$ cat config.mk
export PLATFORM = sky130hd
export DESIGN_NAME = dcache_mem_stage_flat
export DESIGN_NICKNAME = d
export VERILOG_FILES = /design/src/rtl/dcache_mem_stage_if.sv /design/src/rtl/dcache_mem_stage.sv /design/src/flat_wrapper.sv
export SDC_FILE = /design/constraint.sdc
export NUM_CORES = 1
export LEC_CHECK = 0
export BUFFER_PORTS_ARGS = -buffer_cell sky130_fd_sc_hd__buf_4
export CELL_PAD_IN_SITES_DETAIL_PLACEMENT = 0
export CELL_PAD_IN_SITES_GLOBAL_PLACEMENT = 2
export CORE_MARGIN = 2
export CORE_UTILIZATION = 36
export CTS_CLUSTER_DIAMETER = 80
export DETAILED_ROUTE_END_ITERATION = 10
export GPL_ROUTABILITY_DRIVEN = 0
export PLACE_DENSITY_LB_ADDON = 0.25
export SLEW_MARGIN = 25
export SYNTH_ARGS = -nofsm -noshare
export SYNTH_HDL_FRONTEND = slang
export SYNTH_SLANG_ARGS = --single-unit
$ cat constraint.sdc
create_clock -name clk -period 8 [get_ports clk]
set_input_delay 0.8 -clock clk [delete_from_list [all_inputs] [get_ports clk]]
set_output_delay 0.8 -clock clk [all_outputs]
set_load 0.1 [all_outputs]
$ cat src/rtl/dcache_mem_stage_if.sv
// dcache_mem_stage_if
// Backing-memory request/acknowledge bus between the MEM-stage data cache
// (master) and main memory (slave).
//   bus_req   : request held high until the cycle after bus_ack
//   bus_we    : 1 = write, 0 = read; valid while bus_req = 1
//   bus_addr  : word-aligned byte address
//   bus_wdata : store data
//   bus_ack   : one-cycle completion pulse from memory
//   bus_rdata : read data, valid with bus_ack
interface dcache_mem_stage_if;
  logic        bus_req;
  logic        bus_we;
  logic [31:0] bus_addr;
  logic [31:0] bus_wdata;
  logic        bus_ack;
  logic [31:0] bus_rdata;

  modport master (
    output bus_req, bus_we, bus_addr, bus_wdata,
    input  bus_ack, bus_rdata
  );

  modport slave (
    input  bus_req, bus_we, bus_addr, bus_wdata,
    output bus_ack, bus_rdata
  );
endinterface

$ cat src/rtl/dcache_mem_stage.sv
// dcache_mem_stage
// MEM-stage data cache: direct-mapped, one word per line, write-through,
// no-write-allocate. hit=1 lets the EX/MEM register advance, hit=0 stalls it.
// Ports:
//   clk, rst_n       : clock, synchronous active-low reset
//   mem_read         : load request
//   mem_write        : store request (wins when both are set)
//   addr, wdata      : byte address (addr[1:0] ignored), store data
//   rdata, hit       : load data, access complete / no access
//   bus              : backing-memory req/ack bus (master side)
// Optional (define DCACHE_STATS_EN):
//   stat_hits, stat_misses : saturating read-hit / read-miss counters
//
// state | meaning
// IDLE  | lookup; read hits answer in the same cycle
// FETCH | read miss, waiting for bus_ack to fill the line
// WRITE | store written through to memory, waiting for bus_ack
// DONE  | one-cycle completion, hit=1
module dcache_mem_stage #(
  parameter int INDEX_BITS = 4
) (
  input  logic                clk,
  input  logic                rst_n,
  input  logic                mem_read,
  input  logic                mem_write,
  input  logic [31:0]         addr,
  input  logic [31:0]         wdata,
  output logic [31:0]         rdata,
  output logic                hit,
  dcache_mem_stage_if.master  bus
`ifdef DCACHE_STATS_EN
  ,
  output logic [31:0]         stat_hits,
  output logic [31:0]         stat_misses
`endif
);

  localparam int LINES = 1 << INDEX_BITS;
  localparam int TAG_W = 30 - INDEX_BITS;

  localparam logic [1:0] ST_IDLE  = 2'd0;
  localparam logic [1:0] ST_FETCH = 2'd1;
  localparam logic [1:0] ST_WRITE = 2'd2;
  localparam logic [1:0] ST_DONE  = 2'd3;

  logic [1:0]            state;
  logic [LINES-1:0]      valid_q;
  logic [TAG_W-1:0]      tag_q  [LINES];
  logic [31:0]           data_q [LINES];

  // High for the single cycle following reset: hit is held at 1 and no
  // request is accepted while the pipeline comes out of reset.
  logic                  rst_hold_q;
  logic                  op_write_q;
  logic [31:0]           capture_q;
  logic                  bus_req_q;
  logic                  bus_we_q;
  logic [31:0]           bus_addr_q;
  logic [31:0]           bus_wdata_q;

  logic [INDEX_BITS-1:0] idx;
  logic [TAG_W-1:0]      tag;
  logic [INDEX_BITS-1:0] fill_idx;
  logic [TAG_W-1:0]      fill_tag;
  logic                  lookup_hit;
  logic                  is_read;
  logic                  accept;
  logic                  start_fetch;
  logic                  start_write;
  logic                  fill_en;
  logic                  upd_en;
  logic                  unused_addr;

  assign idx         = addr[INDEX_BITS+1:2];
  assign tag         = addr[31:INDEX_BITS+2];
  assign fill_idx    = bus_addr_q[INDEX_BITS+1:2];
  assign fill_tag    = bus_addr_q[31:INDEX_BITS+2];
  assign unused_addr = ^addr[1:0];

  assign lookup_hit  = valid_q[idx] && (tag_q[idx] == tag);
  assign is_read     = mem_read && !mem_write;
  assign accept      = (state == ST_IDLE) && !rst_hold_q;
  assign start_fetch = accept && is_read && !lookup_hit;
  assign start_write = accept && mem_write;
  assign fill_en     = rst_n && (state == ST_FETCH) && bus.bus_ack;
  assign upd_en      = rst_n && start_write && lookup_hit;

  always_comb begin
    hit   = 1'b0;
    rdata = 32'd0;
    if (!rst_n || rst_hold_q) begin
      hit = 1'b1;
    end else begin
      case (state)
        ST_IDLE: begin
          if (mem_write) begin
            hit = 1'b0;
          end else if (mem_read) begin
            hit   = lookup_hit;
            rdata = lookup_hit ? data_q[idx] : 32'd0;
          end else begin
            hit = 1'b1;
          end
        end
        ST_DONE: begin
          hit   = 1'b1;
          rdata = op_write_q ? 32'd0 : capture_q;
        end
        default: hit = 1'b0;
      endcase
    end
  end

  always_ff @(posedge clk) begin
    if (!rst_n) begin
      state       <= ST_IDLE;
      valid_q     <= '0;
      rst_hold_q  <= 1'b1;
      op_write_q  <= 1'b0;
      capture_q   <= 32'd0;
      bus_req_q   <= 1'b0;
      bus_we_q    <= 1'b0;
      bus_addr_q  <= 32'd0;
      bus_wdata_q <= 32'd0;
    end else begin
      rst_hold_q <= 1'b0;
      case (state)
        ST_IDLE: begin
          if (start_write) begin
            state       <= ST_WRITE;
            op_write_q  <= 1'b1;
            bus_req_q   <= 1'b1;
            bus_we_q    <= 1'b1;
            bus_addr_q  <= {addr[31:2], 2'b00};
            bus_wdata_q <= wdata;
          end else if (start_fetch) begin
            state      <= ST_FETCH;
            op_write_q <= 1'b0;
            bus_req_q  <= 1'b1;
            bus_we_q   <= 1'b0;
            bus_addr_q <= {addr[31:2], 2'b00};
          end
        end
        ST_FETCH: begin
          if (bus.bus_ack) begin
            valid_q[fill_idx] <= 1'b1;
            capture_q         <= bus.bus_rdata;
            bus_req_q         <= 1'b0;
            bus_we_q          <= 1'b0;
            state             <= ST_DONE;
          end
        end
        ST_WRITE: begin
          if (bus.bus_ack) begin
            bus_req_q <= 1'b0;
            bus_we_q  <= 1'b0;
            state     <= ST_DONE;
          end
        end
        default: state <= ST_IDLE;
      endcase
    end
  end

  // Tag/data arrays carry no reset; valid_q alone qualifies them.
  always_ff @(posedge clk) begin
    if (fill_en) begin
      tag_q[fill_idx]  <= fill_tag;
      data_q[fill_idx] <= bus.bus_rdata;
    end else if (upd_en) begin
      data_q[idx] <= wdata;
    end
  end

  assign bus.bus_req   = bus_req_q;
  assign bus.bus_we    = bus_we_q;
  assign bus.bus_addr  = bus_addr_q;
  assign bus.bus_wdata = bus_wdata_q;

`ifdef DCACHE_STATS_EN
  logic read_hit;
  assign read_hit = accept && is_read && lookup_hit;

  always_ff @(posedge clk) begin
    if (!rst_n) begin
      stat_hits   <= 32'd0;
      stat_misses <= 32'd0;
    end else begin
      if (read_hit && (stat_hits != 32'hFFFF_FFFF))
        stat_hits <= stat_hits + 32'd1;
      if (start_fetch && (stat_misses != 32'hFFFF_FFFF))
        stat_misses <= stat_misses + 32'd1;
    end
  end
`endif

endmodule

$ cat src/flat_wrapper.sv
// flat-port wrapper written by rule: the top's interface ports become plain ports
module dcache_mem_stage_flat 
#(
  parameter int INDEX_BITS = 4
)
  (clk, rst_n, mem_read, mem_write, addr, wdata, rdata, hit, bus_bus_req, bus_bus_we, bus_bus_addr, bus_bus_wdata, bus_bus_ack, bus_bus_rdata);
  dcache_mem_stage_if bus_i ();
  input  logic clk;
  input  logic rst_n;
  input  logic mem_read;
  input  logic mem_write;
  input  logic [31:0] addr;
  input  logic [31:0] wdata;
  output logic [31:0] rdata;
  output logic hit;
  output wire logic [$bits(bus_i.bus_req)-1:0] bus_bus_req;
  output wire logic [$bits(bus_i.bus_we)-1:0] bus_bus_we;
  output wire logic [$bits(bus_i.bus_addr)-1:0] bus_bus_addr;
  output wire logic [$bits(bus_i.bus_wdata)-1:0] bus_bus_wdata;
  input wire logic [$bits(bus_i.bus_ack)-1:0] bus_bus_ack;
  input wire logic [$bits(bus_i.bus_rdata)-1:0] bus_bus_rdata;
  assign bus_bus_req = bus_i.bus_req;
  assign bus_bus_we = bus_i.bus_we;
  assign bus_bus_addr = bus_i.bus_addr;
  assign bus_bus_wdata = bus_i.bus_wdata;
  assign bus_i.bus_ack = bus_bus_ack;
  assign bus_i.bus_rdata = bus_bus_rdata;
  dcache_mem_stage #(.INDEX_BITS(INDEX_BITS)) u_core (.clk(clk), .rst_n(rst_n), .mem_read(mem_read), .mem_write(mem_write), .addr(addr), .wdata(wdata), .rdata(rdata), .hit(hit), .bus(bus_i));
endmodule
# Word level (Yosys, flattened, before mapping)
# Memory sizes are Yosys's and may differ from the RTL's.
# Index checks and enable logic that the tools add are counted.
dict set report classes {
  n_lt_le_gt_ge 3
  n_eq_ne 6
  muxes 36
  n_bitwise 1
  reduce_logical 26
}
# op count
set ops {}
lappend ops {{$mux W32} 8}
lappend ops {{$pmux W32 S2} 1}
lappend ops {{$reduce_or A32 Y1} 1}
lappend ops {{$eq A26 B26 Y1} 1}
lappend ops {{$mux W1} 17}
lappend ops {{$or A16 B16 Y16} 1}
lappend ops {{$logic_and A1 B1 Y1} 11}
lappend ops {{$lt A4 B5 Y1 const B} 2}
lappend ops {{$reduce_and A2 Y1} 4}
lappend ops {{$mux W2} 3}
lappend ops {{$pmux W1 S2} 3}
lappend ops {{$bmux W1 S4} 1}
lappend ops {{$demux W1 S4} 1}
lappend ops {{$eq A2 B2 Y1 const B} 2}
lappend ops {{$ge A4 B1 Y1 const B} 1}
lappend ops {{$logic_not A1 Y1} 4}
lappend ops {{$mux W4} 1}
lappend ops {{$pmux W2 S2} 1}
lappend ops {{$reduce_bool A2 Y1} 2}
lappend ops {{$ne A3 B1 Y1 const B} 1}
lappend ops {{$reduce_and A3 Y1} 1}
lappend ops {{$eq A2 B1 Y1 const B} 1}
lappend ops {{$logic_not A2 Y1} 1}
lappend ops {{$ne A2 B1 Y1 const B} 1}
lappend ops {{2 further kinds} 2}
dict set report word_totals {
  regBits 118
  ram_bits 928
  output_inout_bits 99
  mem_count 2
}
# memory words width rd rd_ports_with_merged_regs wr line_no
set mem_list {}
lappend mem_list {u_core.data_q 16 32 1 0 1 dcache_mem_stage.sv:49} ;# logic [31:0] data_q [LINES];
lappend mem_list {u_core.tag_q 16 26 1 0 1 dcache_mem_stage.sv:48} ;# logic [TAG_W-1:0] tag_q [LINES];

# Longest topological paths before layout
# Gate-level depths: netlist (run 1).
dict set report logic_depth {
  word_depth 10
  ltp_mapped 16
  mapped_depth_nobuf 10
}

# Worst setup path before layout (run 1)
# Ideal clock, no wire load.
dict set report synth_timing {
  path_type {input -> register}
  from {input port addr[4]}
  to {memory u_core.data_q[15][0] (enable)}
  setup_time_ns 0.511
  arrival_time_ns 6.913
  t_required_ns 7.489
  path_slack_ns 0.576
  cell_stages 13
  path_buffers 5
  path_cell_list {buf_4 > buf_6 > buf_6 > buf_6 > buf_2 > mux4_2 > o21ai_0 > xor2_1 > a41oi_1 > or4_1 > nor4_4 > nand2_2 > o41ai_1}
}
dict set report synth_between {
  elab_chain_cells 9
  word_cells_on_any_way 12
}
# item line_no
set synth_rtl {}
lappend synth_rtl {{start, declared} flat_wrapper.sv:12} ;# input logic [31:0] addr;
lappend synth_rtl {{$mem_v2 Z16 W26 / $bmux W1 S4 (equally long branches)} n/a}
lappend synth_rtl {{$eq A26 B26 Y1 / $mux W1 (equally long branches)} dcache_mem_stage.sv:80} ;# assign lookup_hit = valid_q[idx] && (tag_q[idx] == tag);
lappend synth_rtl {{$logic_and A1 B1 Y1} dcache_mem_stage.sv:80}
lappend synth_rtl {{$logic_and A1 B1 Y1} dcache_mem_stage.sv:86} ;# assign upd_en = rst_n && start_write && lookup_hit;
lappend synth_rtl {{$mux W1} dcache_mem_stage.sv:170} ;# end else if (upd_en) begin
lappend synth_rtl {{$mux W1} dcache_mem_stage.sv:167} ;# if (fill_en) begin
lappend synth_rtl {{$mux W1 (implied by the code)} dcache_mem_stage.sv:171} ;# data_q[idx] <= wdata;
lappend synth_rtl {{$reduce_or A32 Y1 (no line)} n/a}
lappend synth_rtl {{$mux W4 (no line) / $mux W1 (equally long branches)} n/a}
lappend synth_rtl {{end, declared} dcache_mem_stage.sv:49}
# Parallel ways exist; a longest one is shown, timed or not. The select of a mux whose other input is x is not followed.

# Worst setup path after layout (run 1)
dict set report layout_timing {
  from {input port addr[3]}
  to {output port rdata[0]}
}
dict set report layout_between {
  elab_chain_cells 8
  word_cells_on_any_way 11
}
# item line_no
set layout_rtl {}
lappend layout_rtl {{$mem_v2 Z16 W26 / $bmux W1 S4 (equally long branches)} n/a}
lappend layout_rtl {{$eq A26 B26 Y1 / $mux W1 (equally long branches)} dcache_mem_stage.sv:80}
lappend layout_rtl {{$logic_and A1 B1 Y1} dcache_mem_stage.sv:80}
lappend layout_rtl {{$mux W32 *} dcache_mem_stage.sv:100} ;# rdata = lookup_hit ? data_q[idx] : 32'd0;
lappend layout_rtl {{$mux W32 *} dcache_mem_stage.sv:98} ;# end else if (mem_read) begin
lappend layout_rtl {{$mux W32 *} dcache_mem_stage.sv:96} ;# if (mem_write) begin
lappend layout_rtl {{$pmux W32 S2 *} dcache_mem_stage.sv:94} ;# case (state)
lappend layout_rtl {{$mux W32 *} dcache_mem_stage.sv:91} ;# if (!rst_n || rst_hold_q) begin
lappend layout_rtl {{end, declared} flat_wrapper.sv:14} ;# output logic [31:0] rdata;
# Every way passes the cells marked *; elsewhere a longest branch is shown, timed or not. The select of a mux whose other input is x is not followed.

==> results of run 1 <==
synthesized netlist by cell type, types with 17 or more instances:
master and n:
a21o_1 18, a21oi_1 113, a22oi_1 19, buf_1 25, buf_2 20, clkbuf_1 71, dfxtp_1 116, edfxtp_1 928
inv_1 17, mux2i_1 115, mux4_2 244, nand2_1 295, nand4_1 37, nor2_1 61
final cells by class:
| class | count | area share |
|---|---|---|
| flip-flops and latches | 1044 | 0.622 |
| multi-input cells | 1081 | 0.220 |
| clock buffers | 143 | 0.0620 |
| repair buffers | 263 | 0.0424 |
| well taps | 1512 | 0.0390 |
| clock inverters | 66 | 0.0130 |
| inverters | 18 | 0.00147 |
| diodes | 1 | 0.0000516 |
cells in the final DEF (no fill, tap or decap), types with 8 or more instances in the layout:
cell type | synthesis | routed
a21o_1 | 18 | 16
a21oi_1 | 113 | 110
a221oi_1 | 8 | 8
a22oi_1 | 19 | 19
buf_4 | 11 | 255
bufinv_16 | 0 | 8
clkbuf_1 | 71 | 22
clkbuf_16 | 0 | 112
clkbuf_8 | 0 | 11
clkinv_1 | 0 | 25
clkinv_2 | 0 | 23
dfxtp_1 | 116 | 116
edfxtp_1 | 928 | 928
inv_1 | 17 | 15
mux2i_1 | 115 | 115
mux4_2 | 244 | 244
nand2_1 | 295 | 294
nand4_1 | 37 | 37
nor2_1 | 61 | 50
nor2_4 | 0 | 10
nor2b_1 | 11 | 10
nor3_1 | 15 | 11
o21ai_0 | 12 | 11
xnor2_1 | 12 | 12
xor2_1 | 11 | 11
routing by layer:
metal	vias to the layer above	share of wire	track usage
li1	9566	-	-
met1	11777	0.43	0.262
met2	683	0.49	0.322
met3	128	0.059	0.0376
met4	4	0.020	0.0509
met5	-	0.00026	0
power by group through the flow:
stage,logic [mW],registers (mW),clock network [mW]
floorplan,0.562,6.56,0
global placement,1.23,6.30,0
detailed placement,1.24,6.31,0
CTS,1.24,6.20,5.20
global route,1.30,6.22,5.42
finish,1.23,6.20,5.08
cells by family after synthesis:
logic type / Yosys count / synth area share
AOI/OAI and AO/OA: 215 / 0.0326
other: 1 / 0.0000908
buffers and inverters: 152 / 0.0167
and+or+nand+nor: 473 / 0.0511
xor gates and xnor gates: 23 / 0.00488
muxes: 364 / 0.162
DFF: 1044 / 0.731
adders and majority gates: 4 / 0.00121
through the flow:
step                      hold WS (ns)  cells  power (mW)
after floorplan                  0.419   2277        7.12
after global placement           0.428   3918        7.53
after detailed placement         0.435   3918        7.55
after CTS                        0.288   4127        12.6
after global routing             0.310   4128        12.9
final                            0.332   4128        12.5
registers in the layout, indices dropped and copies added, names as in the netlist:
| name | count |
|---|---|
| u_core.op_write_q | 1 |
| u_core.tag_q | 416 |
| u_core.bus.bus_addr | 30 |
| u_core.capture_q | 32 |
| u_core.bus.bus_we | 1 |
| u_core.rst_hold_q | 1 |
| u_core.data_q | 512 |
| u_core.valid_q | 16 |
| u_core.state | 2 |
| u_core.bus.bus_req | 1 |
| u_core.bus.bus_wdata | 32 |
worst max-delay path by stage:
stage / to / depth (start not counted) / start
2_1_floorplan: u_core.data_q[15][0]$_DFFE_PP_ / 13 / addr[4]
3_3_place_gp: u_core.data_q[6][5]$_DFFE_PP_ / 12 / addr[3]
3_5_place_dp: u_core.data_q[6][5]$_DFFE_PP_ / 12 / addr[3]
4_1_cts: rdata[0] / 13 / addr[3]
5_1_grt: rdata[0] / 13 / addr[3]
6_report: rdata[0] / 13 / addr[3]
worst max-delay path: cells and delay by family:
kind                      cells  cell delay (ns)
muxes                         3             0.69
AOI/OAI and AO/OA             2             0.60
and+or+nand+nor               3             1.15
xor gates and xnor gates      1             0.37
buffers and inverters         4             2.18
==> qor.yml, run 1 <==
status: "completed"
rr_startpoint: "u_core.tag_q[1][14]$_DFFE_PP_"
ys_types: 71
holdPathStages: 3
ff_latch_area_sq_um: 30200
fin_crit_ns: 6.79
start_util: 0.362
syn2layout_area_growth_pct: 17.5
rsz0062_at_grt: "false"
drc: 0
slew_headroom: 0.384
drtPass1Iterations: 5
swShare: 0.251
cts.repair.resized: 0
clock_latency_ns: 0.72
worst_pin_slew_ns: 0.922
p_per_area_nw_per_um2: 258
clock-sinks: 1044
post-dp-hpwl_microns: 64300
synth_top_area_cell: "edfxtp_1"
synth_area_leaders: "edfxtp_1 67%, mux4_2 13%, dfxtp_1 5.6%"
pwr-share-seq: 0.496
hp-start: "bus_bus_rdata[18]"
rows: 124
postCtsHoldBufs: 0
reg2regPathDepth: 9
wirelength_microns: 114000
netlist.area_leader.share: 0.675
internal_power_mw: 9.37
end_kind: "output port"
ys_warn_count: 0
multi_input_area_sq_um: 10700
ff2ff_setup_slack_ns: 2.48
chipHeight_microns: 343
grt_max_degree: 73
finish.instance_area_sq_um: 48500
wire_per_inst_microns: 27.5
synth_edf_count: 928
core_area_sq_um: 114000
syn-instance-count: 2276
die_x_microns: 343
io_pins: 200
avgSynthCellArea_sq_um: 18.1
cp-start-kind: "input port"
max_freq_mhz: 147
path_cells: "clkbuf_8 > buf_4 > mux4_2 > mux2i_1 > mux2i_1 > xnor2_1 > o211ai_1 > or4_4 > nor4_4 > buf_4 > nand4_1 > a21oi_1 > buf_4"
grt_pass1_wl_microns: 164000
final_max_slew_viol_count: 0
maxCapViolCount: 0
slowest_delay_ns: 0.80
p_switching_mw: 3.13
holdPathEnd: "u_core.capture_q[18]$_SDFFE_PN0P_"
num_vias: 22158
track_usage: 0.194
clock_skew_ns: 0.0382
cp_max_fo: 70
gr-total-overflow: 0
fin_nets: 2624
antenna_found_initial: 4
setup_viol: 0
nFillCells: 10065
cts_tree: "yes"
cpMostUsedCell: "buf_4"
p_leak_nw: 16.1
netlist_area_sq_um: 41300
grt_pass1_vias: 22990
final_core_util: 0.426
fin_setup_tns_ns: 0
drt_iter0_drc: 1860
cts_setup_buffers: 0
io_buffers: 195
htree_levels: 3
synth-main-ff-cell: "edfxtp_1"
hp-class: "in2reg"
drive_above_1_share: 0.275
pre_cts_slack_ns: 1.09
combPwrFrac: 0.098
vias_per_cell: 5.37
timing.final.crit_share: 0.849
reg2reg_to: "u_core.data_q[6][2]$_DFFE_PP_"
synth.yosys.seq_area_share: 0.731
final_antenna_net_count: 0
hold_violations: 0
clkSlewWorstSetupHoldPaths_ns: 0.06
crit_required_ns: 7.20
clockPowerShare: 0.406
clockBufferDepth: 3
synthArstFlopShare: 0
ir_worst_vdd_v: 0.000193
cts_root_buf: "clkbuf_16"
ys_seq_elements: 1044
path_class: "in2out"
worstPathArrival_ns: 5.99
timing.final.ws_setup_ns: 1.21
dpl_cell_area_sq_um: 44900
slowest_stage: "buf_4"
dieArea_sq_um: 117000
cts_buffers: 111
Power figures use the tool's default switching activity.
==> run 2, diff against run 1 <==
- ABC_AREA: unset -> 1
- clock period: 8 -> 6 ns (I/O delays scaled with it)
==> run 2 against run 1 <==
Against the previous run: final area up 4.3%; count of clock-buffer cells in the layout up 2; clock skew down 0.014 ns; first-iteration DRC count up 29%.
==> qor.yml, run 2 <==
final_max_slew_viol_count: 0  # unchanged
worstPathArrival_ns: 4.48  # -1.51 ns
met3_wirelength_microns: 6100  # -8.6%
postCtsHoldBufs: 0  # unchanged
synth_area_leaders: "edfxtp_1 64%, nand2_1 9.7%, dfxtp_1 5.4%"
largest_reg_flops: 512  # unchanged
io_buffers: 195  # unchanged
slowest_stage: "buf_4"
drive_above_1_share: 0.128  # -0.147
syn-instance-count: 3957  # +74%
clock_latency_ns: 0.69  # -0.03 ns
layout_common_cells: "1,119 x nand2_1, 928 x edfxtp_1, 352 x nand3_1, 339 x a21oi_1, 305 x buf_4"
reg.largest.list: "u_core.data_q (512), u_core.tag_q (416)"
cp-start-kind: "input port"
topRoutingLayerUsed: "met4"
nFillCells: 11449  # +14%
grt_pass1_vias: 28434  # +24%
cts_root_buf: "clkbuf_16"
maxCapViolCount: 0  # unchanged
setup_viol: 0  # unchanged
p_per_area_nw_per_um2: 342  # +33%
slowest_delay_ns: 0.63  # -0.17 ns
hp-class: "in2reg"
clock_skew_ns: 0.0244  # -0.0138 ns
synth_top_area_cell: "edfxtp_1"
core_area_sq_um: 120000  # +4.9%
start_util: 0.362  # about the same
wirelength_microns: 134000  # +18%
final_antenna_net_count: 0  # unchanged
finish.instance_area_sq_um: 50600  # +4.3%
fin_setup_tns_ns: 0  # unchanged
cts_tree: "yes"
dieArea_sq_um: 123000  # +4.9%
dpl_cell_area_sq_um: 47100  # +5.0%
p_leak_nw: 19.2  # +19%
pre_cts_slack_ns: 0.918  # -0.167 ns
timing.final.crit_share: 0.846
netlist.area_leader.share: 0.643  # -0.0319
grt_max_degree: 169  # +130%
io_pins: 200  # unchanged
cts_buffers: 115  # +3.6%
netlist_area_sq_um: 43300  # +5.0%
final_core_util: 0.423  # -0.00236
drt-met1-wl_microns: 58700  # +20%
rows: 127  # +2.4%
synthArstFlopShare: 0  # unchanged
cpLargestDelayFamily: "simple AND/OR/NAND/NOR gates"
die_x_microns: 351  # +2.4%
ys_types: 34  # -52%
drc: 0  # unchanged
rsz0062_at_grt: "false"
fin_nets: 4257  # +62%
cts_setup_buffers: 0  # unchanged
cts.repair.resized: 0  # unchanged
finalPower_mw: 17.3  # +38%
clock-sinks: 1044  # unchanged
wire_per_inst_microns: 22.8  # -17%
gr-total-overflow: 0  # unchanged
chipHeight_microns: 351  # +2.4%
max_freq_mhz: 197
status: "completed"
crit_required_ns: 5.40  # -1.80 ns
layout_commonest_cell: "nand2_1"
path_cells: "buf_8 > buf_4 > nand2_1 > nand2_1 > nand2_1 > nand3_1 > nand3_1 > nand3_1 > nand2_1 > nor2_1 > nand2_1 > nor2_1 > nand2_1 > nor3_4 > buf_12 > nand3_1 > a21oi_1 > buf_4"
ir_worst_vdd_v: 0.000208  # +8.2%
htree_levels: 3  # unchanged
synth_common_cells: "1,121 x nand2_1, 928 x edfxtp_1, 352 x nand3_1"
cpMostUsedCell: "nand2_1"
ys_seq_elements: 1044  # unchanged
met2_length_microns: 65800  # +18%
slew_headroom: 0.311  # -0.0730
drt_iter0_drc: 2404  # +29%
worst_pin_slew_ns: 1.03  # +0.112 ns
fin_crit_ns: 5.08
synth.yosys.seq_area_share: 0.696  # -0.0346
cp_max_fo: 59  # -16%
synth_most_common_cell: "nand2_1"
crit_buf_inv: 4  # unchanged
clkSlewWorstSetupHoldPaths_ns: 0.06  # about the same
timing.final.ws_setup_ns: 0.922  # -0.287 ns
drtPass1Iterations: 7  # +2
avgSynthCellArea_sq_um: 11.0  # -40%
vias_per_cell: 5.06  # -5.8%
end_kind: "output port"
clockBufferDepth: 3  # unchanged
num_vias: 29636  # +34%
hold_violations: 0  # unchanged
ys_warn_count: 0  # unchanged
synth_edf_count: 928  # unchanged
path_class: "in2out"
regMostFlops: "u_core.data_q"
post-dp-hpwl_microns: 75400  # +17%
track_usage: 0.214  # +0.0203
antenna_found_initial: 2  # -2
synth-main-ff-cell: "edfxtp_1"
syn2layout_area_growth_pct: 16.8
grt_pass1_wl_microns: 193000  # +18%
## run 2: worst register-to-register path, delay by kind of cell, from the launching register on
| kind | cells | cell delay [ns] |
|---|---|---|
| and+or+nand+nor | 5 | 1.76 |
| AOI/OAI and AO/OA | 1 | 0.20 |
| adders and majority gates | 1 | 0.19 |
| buffers and inverters | 5 | 1.32 |
| DFF | 1 | 0.36 |
## run 2: layer usage
metal	GRT usage	vias up
met2	0.368	678
met5	0	-
met3	0.0291	195
li1	-	14143
met1	0.285	14620
met4	0.0564	0
## run 2: per-stage QoR
| step | hold slack, ns | instances |
|---|---|---|
| global route | 0.138 | 5860 |
| finish | 0.158 | 5860 |
| floorplan | 0.455 | 3958 |
| global placement | 0.464 | 5647 |
| detailed placement | 0.470 | 5647 |
| CTS | 0.109 | 5859 |
## run 2: path summary, 6_finish.rpt
check / start / endpoint / slack, ns / depth (start not counted)
max: addr[2] / rdata[23] / 0.92 / 18
min: wdata[19] / u_core.bus.bus_wdata[19]$_SDFFE_PN0P_ / 0.16 / 3
max reg2reg: u_core.state[0]$_SDFFE_PN0P_ / u_core.data_q[15][22]$_DFFE_PP_ / 1.85 / 12
min reg2reg: u_core.capture_q[20]$_SDFFE_PN0P_ / u_core.capture_q[20]$_SDFFE_PN0P_ / 0.48 / 2
## run 2: logic make-up (layout without fill, tap and decap cells)
| family | after synthesis | after routing | share of synthesized area |
|---|---|---|---|
| and+or+nand+nor | 1720 | 1720 | 0.163 |
| DFF | 1044 | 1044 | 0.696 |
| AOI/OAI and AO/OA | 641 | 641 | 0.0867 |
| buffers and inverters | 547 | 836 | 0.0530 |
| adders and majority gates | 4 | 4 | 0.00115 |
| other | 1 | 3 | 0.0000865 |
## run 2: cell type report
| cell class | count | area [sq um] | area share |
|---|---|---|---|
| inverters | 300 | 1160 | 0.0229 |
| multi-input cells | 2367 | 11100 | 0.220 |
| repair buffers | 324 | 2650 | 0.0523 |
| clock buffers | 145 | 3050 | 0.0603 |
| flip-flops and latches | 1044 | 30200 | 0.596 |
| clock inverters | 67 | 445 | 0.00880 |
| well taps | 1612 | 2020 | 0.0398 |
| diodes | 1 | 2.50 | 0.0000494 |
## run 2: report_power, final
| part | switching, mW | internal, mW |
|---|---|---|
| Clock | 2.86 | 3.75 |
| Combinational | 1.69 | 0.507 |
| Sequential | 0.247 | 8.24 |
